--- config.mk ---
export PLATFORM = sky130hd
export DESIGN_NAME = instr_fetch_flat
export DESIGN_NICKNAME = d
export VERILOG_FILES = /design/src/rtl/instr_fetch_if.sv /design/src/rtl/instr_fetch.sv /design/src/flat_wrapper.sv
export SDC_FILE = /design/constraint.sdc
export NUM_CORES = 1
export LEC_CHECK = 0
export ABC_AREA = 1
export CORE_MARGIN = 5
export CORE_UTILIZATION = 50
export DETAILED_ROUTE_END_ITERATION = 7
export HOLD_SLACK_MARGIN = 0.12
export PLACE_DENSITY_LB_ADDON = 0.25
export SYNTH_ARGS = -nofsm -noshare
export SYNTH_HDL_FRONTEND = slang
export SYNTH_SLANG_ARGS = --single-unit
--- constraint.sdc ---
create_clock -name clk -period 4.46 [get_ports clk]
set_input_delay 0.892 -clock clk [delete_from_list [all_inputs] [get_ports clk]]
set_output_delay 0.892 -clock clk [all_outputs]
set_load 0.05 [all_outputs]
--- src/rtl/instr_fetch_if.sv ---
// Fetch-side bus bundle: instruction memory request/response,
// redirect from execute, and the instruction handoff to decode.
interface instr_fetch_if;
  logic        imem_req_valid;
  logic        imem_req_ready;
  logic [31:0] imem_addr;
  logic        imem_rsp_valid;
  logic [31:0] imem_rsp_data;
  logic        redirect_valid;
  logic [31:0] redirect_pc;
  logic        instr_valid;
  logic        instr_ready;
  logic [31:0] instr_word;
  logic [31:0] instr_pc;

  modport master (
    output imem_req_valid,
    output imem_addr,
    input  imem_req_ready,
    input  imem_rsp_valid,
    input  imem_rsp_data,
    input  redirect_valid,
    input  redirect_pc,
    output instr_valid,
    output instr_word,
    output instr_pc,
    input  instr_ready
  );

  modport slave (
    input  imem_req_valid,
    input  imem_addr,
    output imem_req_ready,
    output imem_rsp_valid,
    output imem_rsp_data,
    output redirect_valid,
    output redirect_pc,
    input  instr_valid,
    input  instr_word,
    input  instr_pc,
    output instr_ready
  );
endinterface

--- src/rtl/instr_fetch.sv ---
// Instruction fetch stage: PC, in-order memory requests, pc-tag FIFO
// and an instruction FIFO feeding decode, flushed on redirect.
module instr_fetch #(
  parameter logic [31:0] RESET_PC = 32'h0000_0000,
  parameter int          DEPTH    = 4
) (
  input logic           clk,
  input logic           rst_n,
  instr_fetch_if.master bus
);

  localparam int CW = $clog2(DEPTH + 1);
  localparam int PW = $clog2(DEPTH);

  logic [31:0]   pc;
  logic [31:0]   q_word [DEPTH];
  logic [31:0]   q_pc   [DEPTH];
  logic [31:0]   tag    [DEPTH];
  logic [PW-1:0] q_rd;
  logic [PW-1:0] q_wr;
  logic [PW-1:0] t_rd;
  logic [PW-1:0] t_wr;
  logic [CW-1:0] count;
  logic [CW-1:0] outstanding;
  logic [CW-1:0] drop;

  logic [CW:0] credit;
  logic        accept;
  logic        keep;
  logic        pop;
  logic        unused_bits;

  function automatic logic [PW-1:0] inc(
    input logic [PW-1:0] p
  );
    return (p == PW'(DEPTH - 1)) ? '0 : p + 1'b1;
  endfunction

  assign credit = {1'b0, outstanding}
                + {1'b0, count};

  assign bus.imem_req_valid = !bus.redirect_valid
                           && (credit < (CW+1)'(DEPTH))
                           && rst_n;
  assign bus.imem_addr = pc;

  assign accept = bus.imem_req_valid
               && bus.imem_req_ready;
  assign keep   = bus.imem_rsp_valid
               && (drop == '0);
  assign pop    = bus.instr_valid
               && bus.instr_ready;

  assign bus.instr_valid = (count != '0);
  assign bus.instr_word  = bus.instr_valid
                         ? q_word[q_rd] : '0;
  assign bus.instr_pc    = bus.instr_valid
                         ? q_pc[q_rd] : '0;

  assign unused_bits = ^bus.redirect_pc[1:0];

  always_ff @(posedge clk) begin
    if (!rst_n) begin
      pc          <= RESET_PC;
      count       <= '0;
      outstanding <= '0;
      drop        <= '0;
      q_rd        <= '0;
      q_wr        <= '0;
      t_rd        <= '0;
      t_wr        <= '0;
    end else if (bus.redirect_valid) begin
      // the response landing this cycle is stale and not counted as a drop
      pc          <= {bus.redirect_pc[31:2], 2'b00};
      count       <= '0;
      q_rd        <= '0;
      q_wr        <= '0;
      t_rd        <= '0;
      t_wr        <= '0;
      drop        <= outstanding
                   - CW'(bus.imem_rsp_valid);
      outstanding <= outstanding
                   - CW'(bus.imem_rsp_valid);
    end else begin
      if (bus.imem_rsp_valid)
        assert (outstanding != '0);
      if (keep)
        assert (count != CW'(DEPTH) || pop);

      if (accept) begin
        pc        <= pc + 32'd4;
        tag[t_wr] <= pc;
        t_wr      <= inc(t_wr);
      end

      outstanding <= outstanding
                   + CW'(accept)
                   - CW'(bus.imem_rsp_valid);

      // stale tags were flushed, so drops leave the tag FIFO alone
      if (bus.imem_rsp_valid && drop != '0)
        drop <= drop - 1'b1;

      if (keep) begin
        q_word[q_wr] <= bus.imem_rsp_data;
        q_pc[q_wr]   <= tag[t_rd];
        q_wr         <= inc(q_wr);
        t_rd         <= inc(t_rd);
      end

      if (pop)
        q_rd <= inc(q_rd);

      count <= count
             + CW'(keep)
             - CW'(pop);
    end
  end

endmodule
--- src/flat_wrapper.sv ---
// flat-port wrapper written by rule: the top's interface ports become plain ports
module instr_fetch_flat 
#(
  parameter logic [31:0] RESET_PC = 32'h0000_0000,
  parameter int          DEPTH    = 4
)
  (clk, rst_n, bus_imem_req_valid, bus_imem_addr, bus_imem_req_ready, bus_imem_rsp_valid, bus_imem_rsp_data, bus_redirect_valid, bus_redirect_pc, bus_instr_valid, bus_instr_word, bus_instr_pc, bus_instr_ready);
  instr_fetch_if bus_i ();
  input logic clk;
  input logic rst_n;
  output wire logic [$bits(bus_i.imem_req_valid)-1:0] bus_imem_req_valid;
  output wire logic [$bits(bus_i.imem_addr)-1:0] bus_imem_addr;
  input wire logic [$bits(bus_i.imem_req_ready)-1:0] bus_imem_req_ready;
  input wire logic [$bits(bus_i.imem_rsp_valid)-1:0] bus_imem_rsp_valid;
  input wire logic [$bits(bus_i.imem_rsp_data)-1:0] bus_imem_rsp_data;
  input wire logic [$bits(bus_i.redirect_valid)-1:0] bus_redirect_valid;
  input wire logic [$bits(bus_i.redirect_pc)-1:0] bus_redirect_pc;
  output wire logic [$bits(bus_i.instr_valid)-1:0] bus_instr_valid;
  output wire logic [$bits(bus_i.instr_word)-1:0] bus_instr_word;
  output wire logic [$bits(bus_i.instr_pc)-1:0] bus_instr_pc;
  input wire logic [$bits(bus_i.instr_ready)-1:0] bus_instr_ready;
  assign bus_imem_req_valid = bus_i.imem_req_valid;
  assign bus_imem_addr = bus_i.imem_addr;
  assign bus_i.imem_req_ready = bus_imem_req_ready;
  assign bus_i.imem_rsp_valid = bus_imem_rsp_valid;
  assign bus_i.imem_rsp_data = bus_imem_rsp_data;
  assign bus_i.redirect_valid = bus_redirect_valid;
  assign bus_i.redirect_pc = bus_redirect_pc;
  assign bus_instr_valid = bus_i.instr_valid;
  assign bus_instr_word = bus_i.instr_word;
  assign bus_instr_pc = bus_i.instr_pc;
  assign bus_i.instr_ready = bus_instr_ready;
  instr_fetch #(.RESET_PC(RESET_PC), .DEPTH(DEPTH)) u_core (.clk(clk), .rst_n(rst_n), .bus(bus_i));
endmodule
After elaboration in Yosys (flattened, before gate mapping) --
Memories as Yosys holds them, arrays and structs flattened. A register that Yosys moved wholly into a read port is not among the register bits. Index checks and enable logic that the tools add are counted.
Cells by class: magnitude comparators 1, multiplexer cells 25, bitwise gates (word level) 1, reduce and logical (&&, ||, !) cells 13, eq/ne operators 4, $add $sub $neg 12
Operator list (number):
- $mux 32 | 4
- $add 32x3->32 const B | 1
- $mux 2 | 10
- $mux 3 | 3
- $sub 3x1->3 | 3
- $add 2x1->2 const B | 4
- $eq 2x2->1 const B | 4
- $mux 1 | 8
- $add 3x1->3 | 2
- $logic_and 1x1->1 | 6
- $reduce_bool 3->1 | 2
- $add 3x3->4 | 1
- $lt 4x3->1 const B | 1
- $reduce_bool 2->1 | 2
- $logic_not 3->1 | 1
- $sub 3x1->3 const B | 1
- $reduce_or 2->1 | 1
- $logic_not 1->1 | 1
- $not 1->1 | 1
Storage, ports and cells: RAM bits 384, memories kept 3, output and inout bits 98, flip-flop bits (word level) 49, bits of input ports 70
Memory list:
- u_core.q_pc | words 4, bits a word 32, read ports 1, clocked after memory_dff 1, write ports 1, RTL line instr_fetch.sv:17 | logic [31:0] q_pc [DEPTH];
- u_core.q_word | words 4, bits a word 32, read ports 1, clocked after memory_dff 1, write ports 1, RTL line instr_fetch.sv:16 | logic [31:0] q_word [DEPTH];
- u_core.tag | words 4, bits a word 32, read ports 1, clocked after memory_dff 1, write ports 1, RTL line instr_fetch.sv:18 | logic [31:0] tag [DEPTH];

Depth between registers and ports, before layout --
Gate-level depths: netlist (run 1).
depth after elaboration 9, mapped depth 12, gate-level depth less buffers 12

Least setup slack after synthesis (run 1) --
Ideal clock, no wire load.
path kind input port to flip-flop, from input port bus_redirect_valid, to memory u_core.q_pc[0][10] (enable), stages on the path 4, library setup time 482 ps, setup slack 103 ps, required time 3978 ps, arrival time 3875 ps, cell sequence buf_6 > nor2_8 > nand2_1 > nor2_1
Between the ends: word-level cells in the longest chain between the ends 3
RTL lines:
- start: declaration | RTL line flat_wrapper.sv:16 | input wire logic [$bits(bus_i.redirect_valid)-1:0] bus_redirect_valid;
- $mux 1 | RTL line instr_fetch.sv:72 | end else if (bus.redirect_valid) begin
- $mux 1 | RTL line instr_fetch.sv:63 | if (!rst_n) begin
- $mux 1 (implied by the code) | RTL line instr_fetch.sv:106 | q_pc[q_wr] <= tag[t_rd];
- end: declaration | RTL line instr_fetch.sv:17
No other way between the ends.

==> results of run 1 <==
## power breakdown
part           switching, mW  total [mW]  internal, mW  leakage (nW)
clock                   1.40        3.46          2.06         0.673
combinational          0.847        1.22         0.377          2.81
sequential            0.0794        4.44          4.36          3.75
total                   2.33        9.13          6.80          7.23
## final cells by class
cell class	instances	area share
clock inverter	24	0.01099
multi-input combinational	988	0.2235
timing repair buffer	183	0.08932
sequential	419	0.5794
inverter	81	0.01459
clock buffer	53	0.05493
tap	455	0.02731
## worst max path at each step
| stage | cells past startpoint | slack [ps] | from | endpoint |
|---|---|---|---|---|
| finish | 6 | 560 | flip-flop | bus_instr_pc[17] |
| global route | 6 | 400 | flip-flop | bus_instr_pc[17] |
| CTS | 6 | 530 | flip-flop | bus_instr_pc[17] |
| detailed placement | 13 | 790 | rst_n | u_core.bus.imem_addr[9] |
| global placement | 13 | 790 | rst_n | u_core.bus.imem_addr[15] |
| floorplan | 4 | 100 | bus_redirect_valid | u_core.q_pc[0][10] |
## metal layers
layer  vias up  global-route usage
li1       5711                   -
met1      5536              0.2703
met2       425              0.3259
met3        66             0.02971
met4         0             0.06206
met5         -                   0
## flip-flops by register name (all words and copies together), names as in the netlist, named ones only
signal	flops
u_core.q_wr	2
u_core.bus.imem_addr	30
u_core.count	3
u_core.q_pc	120
u_core.t_wr	2
u_core.t_rd	2
u_core.tag	120
u_core.outstanding	3
u_core.q_rd	2
u_core.drop	3
u_core.q_word	128
## synth_stat cells (all sizes together)
cell type    n
xnor2        8
o22ai       30
a21oi       97
nand2      176
fa           2
ha          21
a22oi        4
buf         22
clkbuf      61
o21ai      199
inv         81
nor2       380
nand3b       2
edfxtp     368
a31oi        1
o21bai       4
conb         1
o211a        2
o21a         1
nor3         3
nand3       45
dfxtp       51
xor2         6
a211oi       2
nand4        1
## worst register-to-register path: stages, from the launching register on
cell     delay, ps
dfxtp_1        310
inv_1          890
buf_4          390
o21ai_0        120
o22ai_1        420
## cell families after synthesis
| family | after synthesis |
|---|---|
| adders and majority gates | 23 |
| xor gates and xnor gates | 14 |
| and+or+nand+nor | 607 |
| buffers and inverters | 164 |
| DFF | 419 |
| AOI/OAI and AO/OA | 340 |
| other | 1 |
==> flow_metrics.tcl, run 1 <==
set metrics [dict create \
    status "completed" \
    timing.fmax_mhz 256.7 \
    p_total_mw 9.126 \
    fp.coreArea_um2 34370 \
    post-route-cell-area_um2 20840 \
    drive_gt1_frac 0.06121 \
    p_leak_nw 7.235 \
    critPathRequiredTime_ps 3570 \
    dieArea_um2 38530 \
    post-route-drc-count 0 \
    max_slew_margin 0.1620 \
    drtIter0Drc 862 \
    cap_viol_max_count 0 \
    rsz0062_at_grt "false" \
    wl_met1_mm 16.72 \
    antenna_found_initial 0 \
    die_height_um 196.3 \
    place_ws_ps 794.1 \
    final_util 0.6064 \
    cts_resized 0 \
    synthSimpleGateAreaFrac 0.1378 \
    wl_met2_mm 18.47 \
    powerDensity_nw_per_um2 437.9 \
    area_growth_pct 20.12 \
    grt-ovfl-total 0 \
    place_area_um2 19470 \
    synth-compound-area-share 0.1030 \
    regArea_um2 12080 \
    worst_path_most_repeated_cell "nor2_1" \
    synth_top_family_by_area "simple AND/OR/NAND/NOR gates" \
    reg2reg_depth 4 \
    cts.sinks 419 \
    post-cts-setup-buffer-count 0 \
    grt_usage 0.1967 \
    root_buffer "clkbuf_16" \
    yosys.area.top_type_share 0.6368 \
    synth_cell_type_count 35 \
    initial_core_util 0.5048 \
    hold_depth 2 \
    rows 68 \
    ir_drop_uv 280.0 \
    r2r_slack_ps 2060 \
    cts_buffers 42 \
    clockBufferDepth 3 \
    fin_crit_sh 0.8735 \
    top_layer "met4" \
    dr_wl_met3_mm 2.548 \
    grt_pass1_wl_mm 60.99 \
    stdcell_count 2203 \
    syn_area_um2 17350 \
    antenna_left 0 \
    grt_pass1_vias 11620 \
    synth_cells 1568 \
    ctsHoldBuffers 0 \
    finalMaxSlewViolations 0 \
    crit_fanout 100 \
    cpMaxStageDelayCell "clkdlybuf4s50_1" \
    wire_per_inst_um 17.59 \
    gp_congestion 0.8159 \
    io_pins 168 \
    synth_area_leaders "edfxtp_1 (64%), nor2_1 (8.2%), dfxtp_1 (5.9%)" \
    avgSynthCellArea_um2 11.07 \
    synth-warning-count 0 \
    dp_hpwl_mm 22.69 \
    synth_top_area_cell "edfxtp_1" \
    antenna_cells 0 \
    synth_xor_area_frac 0.007066 \
    multi_input_area_um2 4658 \
    setup_tns_ps 0 \
    dr_total_vias 11740 \
    dp_cells 2126 \
    insertion_delay_ps 530 \
    synthAdderAreaFrac 0.01745 \
    ys_seq_area_frac 0.6957 \
    period_minus_slack_ps 3896 \
    worstHoldPathType "reg -> reg" \
    crit_path_cell_trace "buf_12 > nor2_1 > nor2_1 > o21ai_0 > a21oi_1 > clkdlybuf4s50_1" \
    htreeDepth 2 \
    setup_ws_ps 564.2 \
    end_kind "output port" \
    cp_slowest_stage_delay_ps 870 \
    fin_hold_ws_ps 494.0 \
    viasPerCell 5.328 \
    r2r_end "u_core.q_pc[1][31]" \
    cp_num_buf_inv 2 \
    synth_mux_area_frac 0 \
    cts_tree "done" \
    hp-start "u_core.t_rd[1]" \
    layout_common_cells "nor2_1 (370), edfxtp_1 (368), o21ai_0 (199)" \
    clk_pin_slew_ps 60 \
    finalHoldViolations 0 \
    ys_seq_elements 419 \
    numPortBuffers 161 \
    final_common_cell "nor2_1" \
    cp-start-kind "flip-flop" \
    setup_viol_count_final 0 \
    drtPass1Iterations 5 \
    fillerInstances 2699 \
    grt_max_degree 101 \
    nets 1808 \
    crit_type "reg -> out" \
    wirelength_mm 38.75 \
    critical_path.top_delay_family "buffers and inverters" \
    fin_skew_ps 12.71 \
    worstMarginPinSlew_ps 1256 \
    die_w_um 196.3 \
    arrival_ps 3000 \
]
Note: power is estimated with default switching activity, not from simulation.
==> inputs of run 2 (changes only) <==
Settings changed: CORE_MARGIN 5 to default, RECOVER_POWER from default to 100.
Clock period 4.46 ns to 5.05 ns, I/O delays scaled along.
==> run 2 against run 1 <==
Effect of this change: the flow now finishes with violations (capacitance limit, slew limit); register-to-register slack got worse by 540 ps; count of clock-buffer cells in the layout decreased by 3; clock skew increased by 1.5 ps; design area decreased by 0.49%; critical endpoint is now bus_imem_req_valid; highest routed layer unchanged.
==> flow_metrics.tcl, run 2 (synthesis gave the netlist of run 1 again) <==
set metrics [dict create \
    cap_viol_max_count 7 \
    crit_fanout 26 \
    fillerInstances 2674 \
    grt_pass1_vias 11070 \
    post-cts-setup-buffer-count 0 \
    critPathRequiredTime_ps 4040 \
    antenna_found_initial 0 \
    drtPass1Iterations 5 \
    viasPerCell 5.280 \
    clk_pin_slew_ps 60 \
    antenna_left 0 \
    worstMarginPinSlew_ps 1921 \
    fin_skew_ps 14.17 \
    ctsHoldBuffers 0 \
    htreeDepth 2 \
    drtIter0Drc 778 \
    cts_resized 0 \
    grt_pass1_wl_mm 59.02 \
    initial_core_util 0.5124 \
    finalHoldViolations 0 \
    final_util 0.6124 \
    worstHoldPathType "reg -> reg" \
    reg_top3 "u_core.q_word x128, u_core.q_pc x120, u_core.tag x120" \
    die_height_um 188.3 \
    dr_total_vias 11640 \
    grt_usage 0.2126 \
    grt_max_degree 63 \
    wirelength_mm 37.85 \
    root_buffer "clkbuf_16" \
    violations "capacitance limit, slew limit" \
    drive_gt1_frac 0.05353 \
    insertion_delay_ps 520 \
    clockBufferDepth 3 \
    area_growth_pct 19.53 \
    setup_viol_count_final 0 \
    numPortBuffers 161 \
    p_leak_nw 7.475 \
    powerDensity_nw_per_um2 385.3 \
    dieArea_um2 35460 \
    status "finished, violations left" \
    layout_common_cells "nor2_1 (373), edfxtp_1 (368), o21ai_0 (199)" \
    gp_congestion 0.8586 \
    cpMaxStageDelayCell "clkdlybuf4s50_1" \
    largest_reg_flops 128 \
    finalMaxSlewViolations 255 \
    wire_per_inst_um 17.16 \
    end_kind "output port" \
    die_w_um 188.3 \
    nets 1817 \
    fin_crit_sh 0.9191 \
    hold_depth 2 \
    period_minus_slack_ps 4642 \
    reg2reg_depth 9 \
    post-route-drc-count 0 \
    rsz0062_at_grt "false" \
    timing.fmax_mhz 215.4 \
    cts_buffers 42 \
    io_pins 168 \
    cts.sinks 419 \
    rows 67 \
    max_slew_margin -0.2807 \
    cp_slowest_stage_delay_ps 800 \
    arrival_ps 3630 \
    cp-start-kind "primary input" \
    grt-ovfl-total 0 \
    fp.coreArea_um2 33870 \
    top_register "u_core.q_word" \
    ir_drop_uv 206.6 \
    cts_tree "done" \
    setup_tns_ps 0 \
    crit_path_cell_trace "dlygate4sd3_1 > buf_4 > inv_1 > nor2_8 > nand2_1 > nor2_4 > clkdlybuf4s50_1" \
    crit_type "in -> out" \
    final_common_cell "nor2_1" \
    dp_hpwl_mm 22.65 \
]
-- run 2: cell count changes in the layout (fill, tap and decap cells not counted), moves of 2 or more --
| cell | previous run | this run |
|---|---|---|
| dlygate4sd3_1 | 0 | 124 |
| nor2_1 | 370 | 373 |
| inv_2 | 5 | 3 |
| clkinv_4 | 2 | 0 |
| buf_4 | 16 | 14 |
| clkbuf_1 | 8 | 19 |
| clkinv_1 | 6 | 9 |
| clkdlybuf4s50_1 | 160 | 37 |
| clkbuf_2 | 0 | 3 |
| buf_12 | 7 | 2 |
| inv_1 | 76 | 78 |
| nor2_4 | 5 | 2 |
-- run 2: worst max-delay path, delay by kind of cell --
family | cells | cell delay [ps]
buffers and inverters | 4 | 1940
and+or+nand+nor | 3 | 660
-- run 2: final timing paths --
| check | to | start | slack (ps) |
|---|---|---|---|
| worst max register to register | u_core.q_pc[2][25] | u_core.drop[0] | 1520 |
| worst min-delay path | flip-flop | u_core.q_rd[1] | 510 |
| worst max-delay path | bus_imem_req_valid | rst_n | 410 |
| worst min register to register | flip-flop | u_core.q_rd[1] | 510 |
-- run 2: area by class of cell --
| class | count | area (um2) | area share |
|---|---|---|---|
| Multi-Input combinational cell | 988 | 4628 | 0.2231 |
| Inverter | 81 | 304.0 | 0.01466 |
| Sequential cell | 419 | 12080 | 0.5823 |
| Tap cell | 448 | 560.5 | 0.02703 |
| Timing Repair Buffer | 192 | 1817 | 0.08759 |
| Clock inverter | 26 | 250.2 | 0.01206 |
| Clock buffer | 50 | 1102 | 0.05315 |
| Antenna cell | 1 | 2.502 | 0.0001206 |
-- run 2: routing by layer --
| layer | share of wire | GRT usage | vias up |
|---|---|---|---|
| met5 | 0 | 0 | - |
| met4 | 0.016 | 0.05366 | 0 |
| met3 | 0.056 | 0.03036 | 47 |
| met2 | 0.48 | 0.3542 | 375 |
| met1 | 0.45 | 0.2948 | 5500 |
| li1 | - | - | 5720 |
-- run 2: per-stage QoR --
stage          cell area [um2]  setup WS (ps)  cells  total power, mW  hold WS, ps
6_report                 20740          408.3   2205            7.992        506.7
5_1_grt                  20740          294.9   2204            8.262        519.1
4_1_cts                  20870          797.4   2204            8.078        505.0
3_5_place_dp             19520          877.9   2128            5.071        493.9
3_3_place_gp             19520          880.6   2128            5.056        479.9
2_1_floorplan            17360          574.7   1571            4.673        463.1
-- run 2: where the power goes --
part	leakage, nW	internal (mW)	switching [mW]
clock	0.667	1.81	1.23
combinational	3.06	0.294	0.730
sequential	3.75	3.85	0.0749
==> inputs of run 3 (changes only) <==
Settings changed: CORE_ASPECT_RATIO from default to 0.6, CORE_MARGIN from default to 4, CORE_UTILIZATION 50 to 38.
==> run 3 against run 2 <==
Effect of this change: the run still ends with capacitance limit, slew limit left; clock power rose by 1%; sequential power hardly changed; via count up 0.94%; critical path depth unchanged; sequential share of layout area fell by 0.76 points; global-route usage decreased by 4.2 points; register-to-register slack got worse by 50 ps; routed wire length up 13%; clock skew increased by 3.9 ps; largest power group unchanged.
==> flow_metrics.tcl, run 3 (synthesis gave the netlist of run 1 again) <==
set metrics [dict create \
    status "finished, violations left" \
    violations "capacitance limit, slew limit" \
    max_slew_margin -0.5035 \
    fin_skew_ps 18.11 \
    final_common_cell "nor2_1" \
    crit_path_cell_trace "dlygate4sd3_1 > buf_4 > inv_1 > nor2_1 > nand2_4 > nor2_1 > dlygate4sd3_1" \
    fin_crit_sh 0.8962 \
    finalHoldViolations 0 \
    root_buffer "clkbuf_16" \
    r2r-start "u_core.drop[0]" \
    rsz0062_at_grt "false" \
    post-route-cell-area_um2 21020 \
    p_leak_nw 7.554 \
    critical_path.top_delay_family "buffers and inverters" \
    antenna_found_initial 0 \
    arrival_ps 3520 \
    grt_max_degree 63 \
    grt-ovfl-total 0 \
    io_pins 168 \
    startpoint "rst_n" \
    dr_total_vias 11750 \
    dieArea_um2 49260 \
    htreeDepth 2 \
    cp-start-kind "primary input" \
    antenna_left 0 \
    place_area_um2 19810 \
    grt_usage 0.1710 \
    largest_reg_flops 128 \
    drtPass1Iterations 5 \
    hp-start "u_core.t_rd[1]" \
    cp_slowest_stage_delay_ps 900 \
    cts_buffers 42 \
    clockBufferDepth 3 \
    ir_drop_uv 244.3 \
    crit_fanout 11 \
    clk_pin_slew_ps 60 \
    cts.sinks 419 \
    timing.fmax_mhz 220.9 \
    gp_congestion 0.8719 \
    ctsHoldBuffers 0 \
    post-cts-setup-buffer-count 0 \
    critPathRequiredTime_ps 4040 \
    grt_pass1_wl_mm 66.83 \
    finalMaxSlewViolations 135 \
    worstMarginPinSlew_ps 2247 \
    cap_viol_max_count 6 \
    cp_num_buf_inv 4 \
    cpMaxStageDelayCell "dlygate4sd3_1" \
    fp.coreArea_um2 44970 \
    place_ws_ps 1109 \
    crit_type "in -> out" \
    fin_hold_ws_ps 494.4 \
    setup_tns_ps 0 \
    wirelength_mm 42.90 \
    insertion_delay_ps 550 \
    top_register "u_core.q_word" \
    grt_pass1_vias 11370 \
    viasPerCell 5.012 \
    drive_gt1_frac 0.05470 \
    setup_viol_count_final 0 \
    reg_top3 "u_core.q_word x128, u_core.q_pc x120, u_core.tag x120" \
    worstHoldPathType "reg -> reg" \
    end_kind "output port" \
    nets 1820 \
    numPortBuffers 161 \
    layout_common_cells "nor2_1 (376), edfxtp_1 (368), o21ai_0 (199)" \
    rows 60 \
    die_w_um 283.9 \
    die_height_um 173.5 \
    setup_ws_ps 524.0 \
    cts_tree "done" \
    wire_per_inst_um 18.29 \
    dp_hpwl_mm 26.80 \
    post-route-drc-count 0 \
    drtIter0Drc 943 \
    initial_core_util 0.3859 \
    period_minus_slack_ps 4526 \
    cts_resized 0 \
    powerDensity_nw_per_um2 383.3 \
    area_growth_pct 21.11 \
]
==> run 3: final cells by class <==
class	count	area (um2)
well taps	589	737.0
inverters	81	304.0
flip-flops and latches	419	12080
clock inverters	18	183.9
clock buffers	54	1160
fillers	4010	23950
repair buffers	195	1959
multi-input cells	988	4593
diodes	1	2.502
==> run 3: stage by stage <==
step | power (mW) | instances | util
2_1_floorplan | 4.673 | 1571 | -
3_3_place_gp | 5.097 | 2272 | 0.4404
3_5_place_dp | 5.113 | 2272 | 0.4404
4_1_cts | 8.208 | 2344 | 0.4703
5_1_grt | 8.376 | 2344 | 0.4673
6_report | 8.056 | 2345 | 0.4674
==> run 3: worst min-delay path: cells and delay by family (launching register included) <==
| family | cells | cell delay (ps) |
|---|---|---|
| AOI/OAI and AO/OA | 1 | 70 |
| DFF | 1 | 310 |
| and+or+nand+nor | 1 | 60 |
==> run 3: routing by layer <==
metal / up-vias / part of all wire / track usage
met5: - / 0 / 0
li1: 5743 / - / -
met2: 303 / 0.45 / 0.2662
met3: 45 / 0.056 / 0.03233
met4: 0 / 0.014 / 0.03462
met1: 5661 / 0.48 / 0.2520
==> run 3: report_power, final <==
| group | total (mW) | switching, mW | internal (mW) | leakage [nW] |
|---|---|---|---|---|
| Combinational | 1.05 | 0.753 | 0.299 | 3.14 |
| Sequential | 3.93 | 0.0765 | 3.85 | 3.75 |
| Clock | 3.08 | 1.26 | 1.82 | 0.656 |
| Total | 8.06 | 2.09 | 5.97 | 7.55 |
==> run 3: final timing paths <==
check / to / slack (ps) / depth (start not counted)
max: bus_imem_req_valid / 520 / 7
min: flip-flop / 490 / 2
max reg2reg: u_core.q_word[3][5] / 1470 / 9
min reg2reg: flip-flop / 490 / 2
==> RTL change, RTL diff (config.mk and constraints of run 1) <==
`DEPTH` is set to 4 in 2 places; all go to 8.
--- a/src/rtl/instr_fetch.sv
+++ b/src/rtl/instr_fetch.sv
@@ -2,7 +2,7 @@
 // and an instruction FIFO feeding decode, flushed on redirect.
 module instr_fetch #(
   parameter logic [31:0] RESET_PC = 32'h0000_0000,
-  parameter int          DEPTH    = 4
+  parameter int          DEPTH    = 8
 ) (
   input logic           clk,
   input logic           rst_n,
--- a/src/flat_wrapper.sv
+++ b/src/flat_wrapper.sv
@@ -2,7 +2,7 @@
 module instr_fetch_flat 
 #(
   parameter logic [31:0] RESET_PC = 32'h0000_0000,
-  parameter int          DEPTH    = 4
+  parameter int          DEPTH    = 8
 )
   (clk, rst_n, bus_imem_req_valid, bus_imem_addr, bus_imem_req_ready, bus_imem_rsp_valid, bus_imem_rsp_data, bus_redirect_valid, bus_redirect_pc, bus_instr_valid, bus_instr_word, bus_instr_pc, bus_instr_ready);
   instr_fetch_if bus_i ();
Behaviour: not the same (a bounded check fails within 10 cycles, from zero or initial values and one cycle with rst_n low).
==> RTL change against run 1 <==
Total power increased by 120%. Setup slack lost 0.35 ns. Count of clock-buffer cells in the layout rose by 48. Via count is 79% higher. Routed wire length is 89% higher. Sequential cell count rose by 377. Area after synthesis up 85%. Cell area up 78%.
==> RTL change: results (changes against run 1) <==
Run status
The flow ran to the end, and the final reports show no timing, DRC or antenna violations.

Synth
The count of distinct cell types in the synthesized netlist is 43 (+23%). The adder and majority gate portion of the synthesized area came to 1.097% (-0.65 points). By area the synthesized netlist is led by edfxtp_1 (69%), nor2_1 (9.0%), o21ai_0 (4.4%), dfxtp_1 (3.7%), o32ai_1 (3.4%).

The complex-gate fraction of the synthesized area was 10.83% (+0.54 points). The portion of the post-synthesis area used by sequential elements is 72.43% (+2.9 points). The instance count of the mapped netlist is 2643 (+69%). The XOR/XNOR share of the synthesized area came to 0.2450% (-0.46 points).

The number of synthesized flops with an enable pin came to 736 (+100%). Counting instances in the post-synthesis netlist gives the leading cell types as nor2_1 (770), edfxtp_1 (736), o21ai_0 (286).

Placement
The placed instance count is 3551 (+67%). The weighted congestion at the end of routability-driven global placement is 0.8414 (+3.1%). The detailed placer's ending HPWL was 39410 um (+74%). The total cell area at the placement stage is 34610 um^2 (+78%).

Clock network
The number of levels the H-tree was split into is 3 (+1). The latest clock arrival within the worst-skew pair is 0.62 ns (+0.09 ns).

Critical path
The largest fanout on the critical path came to 70 (-30%). The data arrival time of the worst path is 3.35 ns (+0.35 ns). The endpoint identified for the worst register-to-register timing path is u_core.count[2].

The reg-to-reg setup timing slack is 1.12 ns (-0.94 ns). The count of cells along the worst register-to-register path is 12 (+8).

Timing
The worst slew slack as a fraction of its limit is 24.65% (+8.5 points). The worst hold slack came to 0.4961 ns (+0.002114 ns).

GRT
The aggregate global-route resource usage is 20.56% (+0.89 points). The pin count of the biggest net entering global routing was 126 (+25%). The global-route wire length before repair is 114500 um (+88%).

Pwr
The leakage power summed over all cells is 12.45 nW (+72%). The maximum resistive drop on vdd is 0.3037 mV (+8.5%).

Drt
The post-detailed-route via-to-cell ratio was 5.697 (+6.9%). The total wirelength of the detailed-routed design is 73220 um (+89%).

Layout
The share of layout cells above drive strength 1 is 8.034% (+1.9 points). The largest registers in the layout are u_core.q_word (256), u_core.q_pc (240), u_core.tag (240). The final net count is 2875 (+59%). Relative to the synthesized area, the layout overhead comes to 15.55%.

Hold path
In this run the most critical hold path is launched from u_core.t_rd[2].
==> RTL change: kinds of logic (layout without fill, tap and decap cells) <==
family | Yosys count | after routing
adders and majority gates | 27 | 27
DFF | 796 | 796
and+or+nand+nor | 990 | 990
AOI/OAI and AO/OA | 580 | 580
xor gates and xnor gates | 9 | 9
other | 1 | 4
buffers and inverters | 240 | 432
==> RTL change: worst max-delay path: stages, from the launching register on <==
cell and delay, ns:
dfxtp_4 0.52, buf_4 0.62, nor2_1 0.11, o32ai_1 0.29, o21ai_1 0.08, nor2_1 0.23, clkdlybuf4s50_1 0.84
==> RTL change: layer usage <==
metal  track usage (%)  routed length (um)  vias to the layer above  part of all wire [%]
met1             27.84               31190                    10420                    43
met5                 0                   0                        -                     0
met3             3.083                4698                       96                   6.4
met2             35.07               36000                      723                    49
met4             5.820                1330                        0                   1.8
li1                  -                   -                     9803                     -
==> RTL change: final cells by class <==
class                   instances  share of cell area (%)
clock buffers                 101                   5.711
clock inverters                41                   1.191
inverters                      78                  0.8145
multi-input cells            1610                   21.21
flip-flops and latches        796                   62.72
well taps                     855                   2.878
repair buffers                212                   5.479
==> RTL change: power breakdown <==
group | internal (mW) | switching [mW] | leakage [nW]
clock network | 3.85 | 2.70 | 1.24
registers | 8.36 | 0.185 | 7.16
logic | 1.47 | 3.47 | 4.04
==> RTL change: worst max-delay path by stage <==
stage,slack [ns],cells past startpoint,to
after detailed placement,0.67,8,u_core.tag[0][5]
after global placement,0.76,8,u_core.tag[2][5]
final,0.21,6,bus_instr_pc[22]
after floorplan,-1.78,6,u_core.q_pc[4][10]
after CTS,0.17,6,bus_instr_pc[22]
after global routing,0.05,6,bus_instr_pc[16]
